===== config.mk =====
export PLATFORM = sky130hd
export DESIGN_NAME = ys_poly_small_seq
export DESIGN_NICKNAME = d
export VERILOG_FILES = /design/src/rtl/ys_poly_small_seq_pkg.sv /design/src/rtl/ys_poly_small_dly.sv /design/src/rtl/ys_poly_small_seq.sv
export SDC_FILE = /design/constraint.sdc
export NUM_CORES = 1
export LEC_CHECK = 0
export ABC_CLOCK_PERIOD_IN_PS = 1900
export CORE_ASPECT_RATIO = 1.75
export CORE_MARGIN = 1.5
export CORE_UTILIZATION = 44
export DETAILED_ROUTE_END_ITERATION = 6
export PLACE_DENSITY_LB_ADDON = 0.3
export REMOVE_ABC_BUFFERS = 1
export SYNTH_ARGS = -nofsm -noshare
export SYNTH_HDL_FRONTEND = slang
export SYNTH_SLANG_ARGS = --single-unit
export TNS_END_PERCENT = 50

===== constraint.sdc =====
create_clock -name clk -period 1.9 [get_ports clk]
set_clock_uncertainty 0.2 [all_clocks]
set_input_delay 0.38 -clock clk [delete_from_list [all_inputs] [get_ports clk]]
set_output_delay 0.38 -clock clk [all_outputs]
set_load 0.03 [all_outputs]

===== src/rtl/ys_poly_small_seq_pkg.sv =====
// Shared poly_small definitions: sequencer state encoding, geometry defaults
// and datapath word widths.
package ys_poly_small_seq_pkg;

    localparam int WORDS_DEF = 64;
    localparam int AW_DEF    = 8;
    localparam int DW_13     = 13;
    localparam int DW_PH     = 16;

    typedef enum logic [1:0] {
        ST_IDLE  = 2'd0,
        ST_READ  = 2'd1,
        ST_DRAIN = 2'd2,
        ST_DONE  = 2'd3
    } seq_state_e;

endpackage


===== src/rtl/ys_poly_small_dly.sv =====
// RD_LAT-stage delay line carrying the read strobe, word index and
// first-pair flag across the RAM1 read latency.
module ys_poly_small_dly #(
    parameter int RD_LAT = 1,
    parameter int AW     = 8
) (
    input  logic          clk,
    input  logic          rst_n,
    input  logic          flush,
    input  logic          in_valid,
    input  logic [AW-1:0] in_idx,
    input  logic          in_first,
    output logic          out_valid,
    output logic [AW-1:0] out_idx,
    output logic          out_first
);

    localparam int S = AW + 2;

    logic [RD_LAT*S-1:0] pipe_q;
    logic [S-1:0]        stage_in;
    logic [S-1:0]        stage_out;

    assign stage_in  = {in_valid, in_first, in_idx};
    assign stage_out = pipe_q[RD_LAT*S-1 -: S];

    assign out_valid = stage_out[S-1];
    assign out_first = stage_out[S-2];
    assign out_idx   = stage_out[AW-1:0];

    // Oldest entry sits in the top slice; new entries shift in at the bottom.
    if (RD_LAT == 1) begin : g_single
        always_ff @(posedge clk or negedge rst_n) begin
            if (!rst_n) begin
                pipe_q <= '0;
            end else if (flush) begin
                pipe_q <= '0;
            end else begin
                pipe_q <= stage_in;
            end
        end
    end else begin : g_multi
        always_ff @(posedge clk or negedge rst_n) begin
            if (!rst_n) begin
                pipe_q <= '0;
            end else if (flush) begin
                pipe_q <= '0;
            end else begin
                pipe_q <= {pipe_q[(RD_LAT-1)*S-1:0], stage_in};
            end
        end
    end

endmodule


===== src/rtl/ys_poly_small_seq.sv =====
// poly_small pass sequencer: streams coefficient-pair reads from RAM1 and
// issues the matching RAM2 writes RD_LAT cycles later.
module ys_poly_small_seq
    import ys_poly_small_seq_pkg::*;
#(
    parameter int WORDS  = WORDS_DEF,
    parameter int AW     = AW_DEF,
    parameter int RD_LAT = 1
) (
    input  logic          clk,
    input  logic          rst_n,
    input  logic          start,
    input  logic [1:0]    mode,
    input  logic          abort,
    output logic          busy,
    output logic          done,
    output logic [1:0]    mode_o,
    output logic          ram1_en,
    output logic [AW-1:0] ram1_addra,
    output logic [AW-1:0] ram1_addrb,
    output logic          ram2_we,
    output logic [AW-1:0] ram2_addra,
    output logic [AW-1:0] ram2_addrb,
    output logic          f_ctr
);

    // state    | meaning
    // ST_IDLE  | waiting for start; mode latched on acceptance
    // ST_READ  | one RAM1 pair read per cycle, k = 0..WORDS-1
    // ST_DRAIN | reads finished, waiting for the last delayed write
    // ST_DONE  | one-cycle done pulse, then back to idle

    if (2 * WORDS > 2 ** AW || WORDS < 1 || AW < 2 || RD_LAT < 1) begin : g_bad_cfg
        $error("ys_poly_small_seq: need 1 <= WORDS, 2*WORDS <= 2**AW, AW >= 2, RD_LAT >= 1");
    end

    localparam logic [AW-1:0] LAST = AW'(WORDS - 1);

    seq_state_e    state_q, state_d;
    logic [AW-1:0] k_q;
    logic [1:0]    mode_q;
    logic          rd_en;
    logic          flush;
    logic          accept;
    logic          wr_valid;
    logic [AW-1:0] wr_idx;
    logic          wr_first;

    assign rd_en  = (state_q == ST_READ);
    assign accept = (state_q == ST_IDLE) && start;
    assign flush  = abort && ((state_q == ST_READ) || (state_q == ST_DRAIN));

    ys_poly_small_dly #(
        .RD_LAT (RD_LAT),
        .AW     (AW)
    ) u_dly (
        .clk       (clk),
        .rst_n     (rst_n),
        .flush     (flush),
        .in_valid  (rd_en),
        .in_idx    (k_q),
        .in_first  (k_q == '0),
        .out_valid (wr_valid),
        .out_idx   (wr_idx),
        .out_first (wr_first)
    );

    always_ff @(posedge clk or negedge rst_n) begin
        if (!rst_n) begin
            state_q <= ST_IDLE;
            k_q     <= '0;
            mode_q  <= 2'd0;
        end else begin
            state_q <= state_d;
            if (accept) begin
                k_q    <= '0;
                mode_q <= mode;
            end else if (rd_en) begin
                k_q <= k_q + 1'b1;
            end
        end
    end

    always_comb begin
        state_d = state_q;
        case (state_q)
            ST_IDLE: begin
                if (start) state_d = ST_READ;
            end
            ST_READ: begin
                if (abort)             state_d = ST_IDLE;
                else if (k_q == LAST)  state_d = ST_DRAIN;
            end
            ST_DRAIN: begin
                if (abort)                             state_d = ST_IDLE;
                else if (wr_valid && wr_idx == LAST)   state_d = ST_DONE;
            end
            ST_DONE: begin
                state_d = ST_IDLE;
            end
            default: state_d = ST_IDLE;
        endcase
    end

    assign busy   = (state_q == ST_READ) || (state_q == ST_DRAIN);
    assign done   = (state_q == ST_DONE);
    assign mode_o = mode_q;

    // Addresses are forced to zero whenever the matching strobe is low.
    assign ram1_en    = rd_en;
    assign ram1_addra = rd_en ? {k_q[AW-2:0], 1'b0} : '0;
    assign ram1_addrb = rd_en ? {k_q[AW-2:0], 1'b1} : '0;

    assign ram2_we    = wr_valid;
    assign ram2_addra = wr_valid ? {wr_idx[AW-2:0], 1'b0} : '0;
    assign ram2_addrb = wr_valid ? {wr_idx[AW-2:0], 1'b1} : '0;
    assign f_ctr      = wr_valid && !wr_first;

endmodule

# Yosys cells after proc, flatten, opt, wreduce, memory -nomap -nowiden
# Index checks and enable logic that the tools add are counted.
# word_totals
ff_bits,22
in_bits,6
output_inout_bits,39
word_cells,36
# op_classes
addsub,1
eq_ne,8
muxes,13
n_reduce_logical,10
# op_table
cell,count
$mux W8,6
$eq A8 B6 Y1 const B,2
$mux W10,1
$mux W2,5
$add A8 B1 Y8 const B,1
$logic_not A8 Y1,1
$pmux W2 S4,1
$eq A2 B2 Y1 const B,2
$logic_and A1 B1 Y1,4
$ne A3 B2 Y1 const B,1
$ne A3 B3 Y1 const B,1
$reduce_and A3 Y1,1
$eq A2 B1 Y1 const B,1
$logic_not A2 Y1,1
$ne A2 B2 Y1 const B,1
$reduce_bool A2 Y1,1
$logic_not A1 Y1,1
$logic_or A1 B1 Y1,1

# Depth between registers and ports, before layout
# Gate-level depths: netlist of run 1.
# depth
ltp_word,5
mapped_depth,6
depth_no_buf,6

# Cells and area by module
# A second synthesis of run 1 with hierarchy kept.
# hier_totals
cells_unflattened,126
area_unflattened_um2,1281.2
# modules_own_cells
module,instances,cells_each,area_each_um2,seq_area_each_um2
ys_poly_small_seq,1,106,968.4,300.3
ys_poly_small_dly,1,20,312.8,250.2

# Worst setup path before layout of run 1
# No wires, ideal clock.
# synth_path
kind,register to output
from,register state_q[1]
to,output port ram1_addrb[7]
arrival_time_ps,1786
required_time_ps,1320
path_slack_ps,-466
path_stages_with_launch,6
path_buffers,2
path_cell_list,dfrtp_1 > inv_1 > ha_1 > clkbuf_1 > and2_1 > buf_4
# synth_via
elab_chain_cells,2
# synth_rtl
element,line_no,text
"start, declared",ys_poly_small_seq.sv:39,"seq_state_e state_q, state_d;"
"start signal, assigned",ys_poly_small_seq.sv:74,state_q <= state_d;
$eq A2 B1 Y1,ys_poly_small_seq.sv:49,assign rd_en = (state_q == ST_READ);
via ram1_en,ys_poly_small_seq.sv:18,"output logic ram1_en,"
$mux W8,ys_poly_small_seq.sv:112,"assign ram1_addrb = rd_en ? {k_q[AW-2:0], 1'b1} : '0;"
"end, declared",ys_poly_small_seq.sv:20,"output logic [AW-1:0] ram1_addrb,"
# The timed path passes the listed nets, and every way through them passes these cells.

# Worst setup path in the final report of run 1
# layout_path
from,register state_q[1]
to,output port ram1_addra[5]
# layout_via
elab_chain_cells,2
# layout_rtl
element,line_no,text
$eq A2 B1 Y1,ys_poly_small_seq.sv:49,
$mux W8,ys_poly_small_seq.sv:111,"assign ram1_addra = rd_en ? {k_q[AW-2:0], 1'b0} : '0;"
"end, declared",ys_poly_small_seq.sv:19,"output logic [AW-1:0] ram1_addra,"
# Every way passes these cells.

==> out/metrics.yaml, run 1 <==
power_and_ir_drop:
  p_sw_mw: 1.061
  p_int_mw: 1.416
  power_frac_seq_pct: 27.7
  combPwrFrac_pct: 61.0
  powerDensity_mw_per_mm2: 1426
  p_clk_share_pct: 11.3
  p_sw_share_pct: 42.83
  ir_worst_vdd_mv: 0.9962
  power_leakage_nw: 0.8858
drt:
  drt-initial-drc-count: 10
  route.vias.total: 963
  first_pass_iters: 3
  wl_per_cell_microns: 14.03
  drt_wl_total_mm: 2.707
  viasPerCell: 4.990
  postRouteAntennaNets: 0
  drc_errors: 0
clock_tree:
  holdBufCountCts: 0
  ctsHtreeMaxLevel: 1
  path_clk_slew_ns: 0.07
  root_buffer: "clkbuf_8"
  worst_skew_pair.late_latency_ns: 0.26
  cts.sinks: 22
  numCtsBuffers: 3
  cts_tree: "built"
  clk_path_buf_depth: 2
critical_path:
  crit_fanout: 8
  crit_type: "reg -> out"
  r2r.worst_path.cells: 6
  worst_setup_path_start_kind: "flip-flop"
  critical_path_arrival_ns: 1.33
  endpoint_kind: "output pin"
  worst-endpoint-required_ns: 1.32
global_routing:
  grt_use_total_pct: 17.24
  grt_pass1_vias: 948
  grt_max_degree: 23
  grt_antenna_before_repair: 0
  grt_pass1_wl_mm: 4.174
  grt_remaining_overflow: 0
yosys:
  syn_area_per_cell_sq_um: 10.23
  yosysTopAreaCell: "dfrtp_1"
  ys_warn_count: 0
  postSynthCellCount: 125
  ys_ff_latch: 22
  synth_top_area_share_pct: 43.05
  ys_seq_area_share_pct: 43.05
  synthTopCellsByArea: "dfrtp_1 (43%), buf_4 (11%), and2_1 (9.3%)"
  ys_types: 35
  synthesis.area_sq_mm: 0.001279
timing:
  setup_ws_ns: -0.008686
  finalCritPeriodShare_pct: 100.5
  setup_violations: 10
  rsz0062_at_grt: "true"
  drv_slew: 0
  finalHoldViolCount: 0
  holdWs_ns: 0.2704
  period_minus_slack_ns: 1.909
  max_freq_mhz: 523.9
die:
  die_w_microns: 43.75
  rows: 25
  die-area_sq_mm: 0.003251
  design.core.area_sq_mm: 0.002721
  die_h_microns: 74.32
  io_pins: 45
  start_util_pct: 46.99
cells_and_area:
  layout.cells.non_filler: 193
  nets: 181
  drive_gt1_share_pct: 42.77
  diodes: 0
  area_growth_pct: 35.81
  stdcell_area_sq_mm: 0.001737
  n_fill_cell: 222
  utilization_pct: 63.82
place:
  place_ws_ns: -0.05668
  gp_congestion: 0.8418
  port_buffers: 42
  place_area_sq_mm: 0.001599
  dp_cells: 183
  dp_hpwl_mm: 2.036
status:
  violations: "setup timing"
  status: "finished with violations"
min_path:
  hold_class: "in -> async"
flow_run:
  max_cap_viol_count: 0
==> state kept, by name (all words and copies together), names as in the netlist <==
name and cells:
state_q 2, mode_o 2, k_q 8, u_dly.pipe_q 10
==> final timing paths <==
| kind | slack [ns] | startpoint | end |
|---|---|---|---|
| setup / recovery | -0.009 | state_q[1] | ram1_addra[5] |
| hold / removal | 0.27 | rst_n | k_q[0] |
| setup reg to reg | 0.09 | state_q[0] | state_q[1] |
| hold reg to reg | 0.32 | mode_o[0] | mode_o[0] |
| max in group asynchronous | 0.99 | rst_n | state_q[0] |
| min in group clk | 0.32 | mode_o[0] | mode_o[0] |
==> critical path: stages (launching register included) <==
cell     delay [ns]
dfrtp_1        0.41
inv_2          0.10
ha_4           0.15
buf_6          0.13
and2_4         0.16
buf_6          0.12
==> synth_stat cells, drive strengths merged <==
| cell type | n |
|---|---|
| a21oi | 3 |
| and2 | 21 |
| and2b | 1 |
| and3 | 1 |
| and4 | 2 |
| buf | 20 |
| clkbuf | 1 |
| conb | 1 |
| dfrtp | 22 |
| ha | 7 |
| inv | 6 |
| mux2 | 2 |
| mux2i | 2 |
| nand2 | 4 |
| nand2b | 1 |
| nand3 | 4 |
| nand4 | 1 |
| nand4bb | 1 |
| nor2 | 9 |
| nor2b | 1 |
| nor4 | 2 |
| o21ai | 2 |
| o221a | 1 |
| o22ai | 1 |
| o31ai | 1 |
| o32a | 1 |
| or3 | 1 |
| xnor2 | 2 |
| xor2 | 4 |
==> placed cells by master, fill, tap and decap left out, types with 4 or more instances in the layout <==
master | synthesis | final
dfrtp_1 | 22 | 21
xor2_1 | 4 | 4
clkdlybuf4s50_1 | 0 | 6
clkbuf_2 | 0 | 13
nor2_1 | 9 | 9
and2_1 | 19 | 13
and2_4 | 0 | 7
buf_4 | 18 | 19
inv_1 | 6 | 5
buf_6 | 1 | 17
ha_1 | 7 | 4
nand2_1 | 4 | 4
==> repair_timing <==
item,4_1_cts,5_1_grt
pin swaps,0,4
resized for setup,22,50
hold endpoints to repair,0,0
setup endpoints to repair,29,31
setup buffers,0,7
==> power by group through the flow <==
stage          registers [mW]  clock network, mW  logic, mW
4_1_cts                 0.686              0.288       1.32
3_3_place_gp            0.676                  0       1.30
6_report                0.686              0.280       1.51
5_1_grt                 0.702              0.308       1.62
3_5_place_dp            0.690                  0       1.32
2_1_floorplan           0.766                  0      0.700
==> logic make-up after synthesis <==
group,after synthesis,share of synthesized area [%]
AOI/OAI and AO/OA,9,4.697
xor gates and xnor gates,6,4.110
adders and majority gates,7,6.849
buffers and inverters,27,13.89
DFF,22,43.05
muxes,4,3.327
other,1,0.2933
and+or+nand+nor,49,23.78
==> cell type report <==
cell class	count	area [sq um]	share of cell area (%)
clock buffer	3	41.29	2.378
inverter	6	22.52	1.297
multi-input combinational	77	598.1	34.44
sequential	22	551.8	31.77
tap	27	33.78	1.945
timing repair buffer	58	489.2	28.17
==> per-stage QoR <==
step	total power, mW	setup TNS, ns
after floorplan	1.465	-8.352
after global placement	1.972	-0.02381
after detailed placement	2.014	-0.05668
after CTS	2.293	-0.7495
after global routing	2.629	-0.8680
final	2.476	-0.06140
==> per-layer routing <==
metal / track usage [%] / share of wire, % / vias to the layer above
met5: 0 / 0 / -
met4: 7.071 / 1.6 / 0
met3: 2.670 / 4.4 / 4
met2: 33.33 / 58 / 28
met1: 17.57 / 36 / 461
li1: - / - / 470
(Power assumes the default switching activity.)
==> run 2: changes to the inputs <==
Settings changed: ABC_AREA set to 1, CORE_UTILIZATION 44 to 45.
==> run 2 against run 1 <==
The flow now finishes without violations; maximum frequency grew 0.82%; die area is 0.12% lower; clock power about the same; routed wire length increased by 1.1%; global-route usage down 0.073 points; synthesized cell count grew 38%; area after synthesis is 2.2% higher; first-iteration DRC count grew to 3.0 times the previous value; register-to-register slack improved by 0.07 ns; worst setup slack improved by 0.015 ns; critical path type unchanged; hold slack worse by 0.015 ns; final cell count grew 21%; largest cell class is now flip-flops and latches.
==> out/metrics.yaml, run 2 <==
cells_and_area:
  final_cell_mix: "nand2_1 (36), inv_1 (22), nor2_1 (22), dfrtp_1 (21), buf_6 (17)"
  drive_gt1_share_pct: 29.61
  utilization_pct: 65.24
  nets: 221
  n_fill_cell: 233
  diodes: 0
  final_common_cell: "nand2_1"
  area_growth_pct: 35.92
  multi_input_area_sq_um: 513.0
  seq_area_sq_um: 551.8
  largest_register_ffs: 10
  reg.largest.list: "u_dly.pipe_q: 10 flops, k_q: 8 flops"
  regMostFlops: "u_dly.pipe_q"
critical_path:
  cp-startpoint: "state_q[0]"
  r2r-start: "state_q[0]"
  crit_fanout: 6
  crit_type: "reg -> out"
  worst_setup_path_start_kind: "flip-flop"
  endpoint_kind: "output pin"
  critical_path_arrival_ns: 1.31
  worst-endpoint-required_ns: 1.32
power_and_ir_drop:
  p_sw_mw: 1.192
  power_leakage_nw: 1.058
  p_int_mw: 1.401
  ir_worst_vdd_mv: 1.070
  combPwrFrac_pct: 62.0
  powerDensity_mw_per_mm2: 1460
  power_frac_seq_pct: 27.0
  p_clk_share_pct: 10.9
  p_sw_share_pct: 45.98
yosys:
  syn_area_per_cell_sq_um: 7.594
  yosys.area_share.simple_pct: 26.44
  ys_ff_latch: 22
  synth_edf_count: 0
  ys_seq_area_share_pct: 42.15
  synthTopCellsByArea: "dfrtp_1 (42%), nand2_1 (11%), buf_4 (10%)"
  yosys-top-cells-count: "nand2_1 (40), inv_1 (29), dfrtp_1 (22), nor2_1 (22), buf_4 (18)"
  synthesis.area_sq_mm: 0.001306
  synth_top_family_by_area: "simple AND/OR/NAND/NOR gates"
  postSynthCellCount: 172
  synth_adder_area_share_pct: 6.705
  ys_types: 22
  synthFlopType: "dfrtp_1"
  yosysMostFrequentCell: "nand2_1"
  synth_compound_area_share_pct: 3.065
  synth_mux_area_share_pct: 0
  synth-xor-area-share_pct: 0
  yosysTopAreaCell: "dfrtp_1"
  synth_top_area_share_pct: 42.15
  ys_warn_count: 0
  async_flop_share_pct: 100.0
timing:
  finalCritPeriodShare_pct: 99.64
  setup_ws_ns: 0.006810
  period_minus_slack_ns: 1.893
  setup_violations: 0
  max_freq_mhz: 528.2
  drv_slew: 0
  rsz0062_at_grt: "true"
  finalHoldViolCount: 0
  tns_ns: 0
global_routing:
  grt_remaining_overflow: 0
  grt_max_degree: 23
  grt_pass1_vias: 1034
  grt_antenna_before_repair: 0
  grt_pass1_wl_mm: 4.340
  grt_use_total_pct: 17.17
die:
  io_pins: 45
  die-area_sq_mm: 0.003247
  start_util_pct: 48.00
  die_h_microns: 74.27
  rows: 25
  design.core.area_sq_mm: 0.002721
  die_w_microns: 43.73
clock_tree:
  ctsHtreeMaxLevel: 1
  root_buffer: "clkbuf_8"
  holdBufCountCts: 0
  clk_path_buf_depth: 2
  worst_skew_pair.late_latency_ns: 0.26
  cts.sinks: 22
  cts_tree: "built"
  numCtsBuffers: 3
  path_clk_slew_ns: 0.08
drt:
  drt_wl_total_mm: 2.736
  route.vias.total: 1116
  viasPerCell: 4.790
  first_pass_iters: 4
  postRouteAntennaNets: 0
  drt-initial-drc-count: 30
  drc_errors: 0
  wl_per_cell_microns: 11.74
place:
  gp_congestion: 0.8406
  place_ws_ns: 0.09727
  dp_hpwl_mm: 1.953
  port_buffers: 42
min_path:
  hold_class: "in -> async"
flow_run:
  max_cap_viol_count: 0
status:
  status: "completed"
## run 2: per-layer routing
metal  vias to the layer above  GRT usage [%]  share of wire [%]
met4                         0          5.051               0.80
met1                       521          18.28                 35
met3                         2          1.942                3.9
met5                         -              0                  0
met2                        33          33.82                 60
li1                        560              -                  -
## run 2: metrics by stage
step / hold WS [ns] / area [sq um] / instances / power, mW
after floorplan: -0.1156 / 1159 / 153 / 1.548
after global placement: 0.2655 / 1590 / 225 / 2.034
after detailed placement: 0.2706 / 1590 / 225 / 2.066
after CTS: 0.2691 / 1677 / 231 / 2.399
after global routing: 0.2959 / 1775 / 233 / 2.748
final: 0.2550 / 1775 / 233 / 2.592
## run 2: power groups by stage
stage	combinational, mW	sequential [mW]	clock, mW
after CTS	1.42	0.699	0.284
after global routing	1.73	0.720	0.302
final	1.61	0.701	0.283
after floorplan	0.785	0.763	0
after detailed placement	1.36	0.703	0
after global placement	1.34	0.694	0
## run 2: cells by family (layout without fill, tap and decap cells)
| group | count (synthesis) | in the layout |
|---|---|---|
| AOI/OAI and AO/OA | 7 | 7 |
| adders and majority gates | 7 | 7 |
| buffers and inverters | 54 | 87 |
| DFF | 22 | 22 |
| other | 1 | 2 |
| and+or+nand+nor | 81 | 81 |
## run 2: what timing repair did
action                     4_1_cts  5_1_grt
pin swaps                        0        1
resized for setup               24       27
buffers inserted                 3        1
setup endpoints to repair       28       17
cloned                           0        1
## run 2: final cells by class
cell class	instances	area share [%]
tap	27	1.903
inverter	34	7.611
timing repair buffer	50	28.19
multi-input combinational	97	28.89
clock buffer	3	2.326
sequential	22	31.08
## run 2: critical path: stages (launching register included)
cell and delay, ns:
dfrtp_2 0.45, ha_4 0.18, buf_4 0.14, clkbuf_16 0.15
buf_6 0.13
## run 2: worst paths after layout
check	to	slack, ns	cells past startpoint
worst max-delay path	ram1_en	0.007	4
worst min-delay path	k_q[6]	0.26	2
worst max register to register	state_q[1]	0.16	9
worst min register to register	mode_o[0]	0.29	2
max in group asynchronous	state_q[0]	1.01	2
min in group clk	mode_o[0]	0.29	2
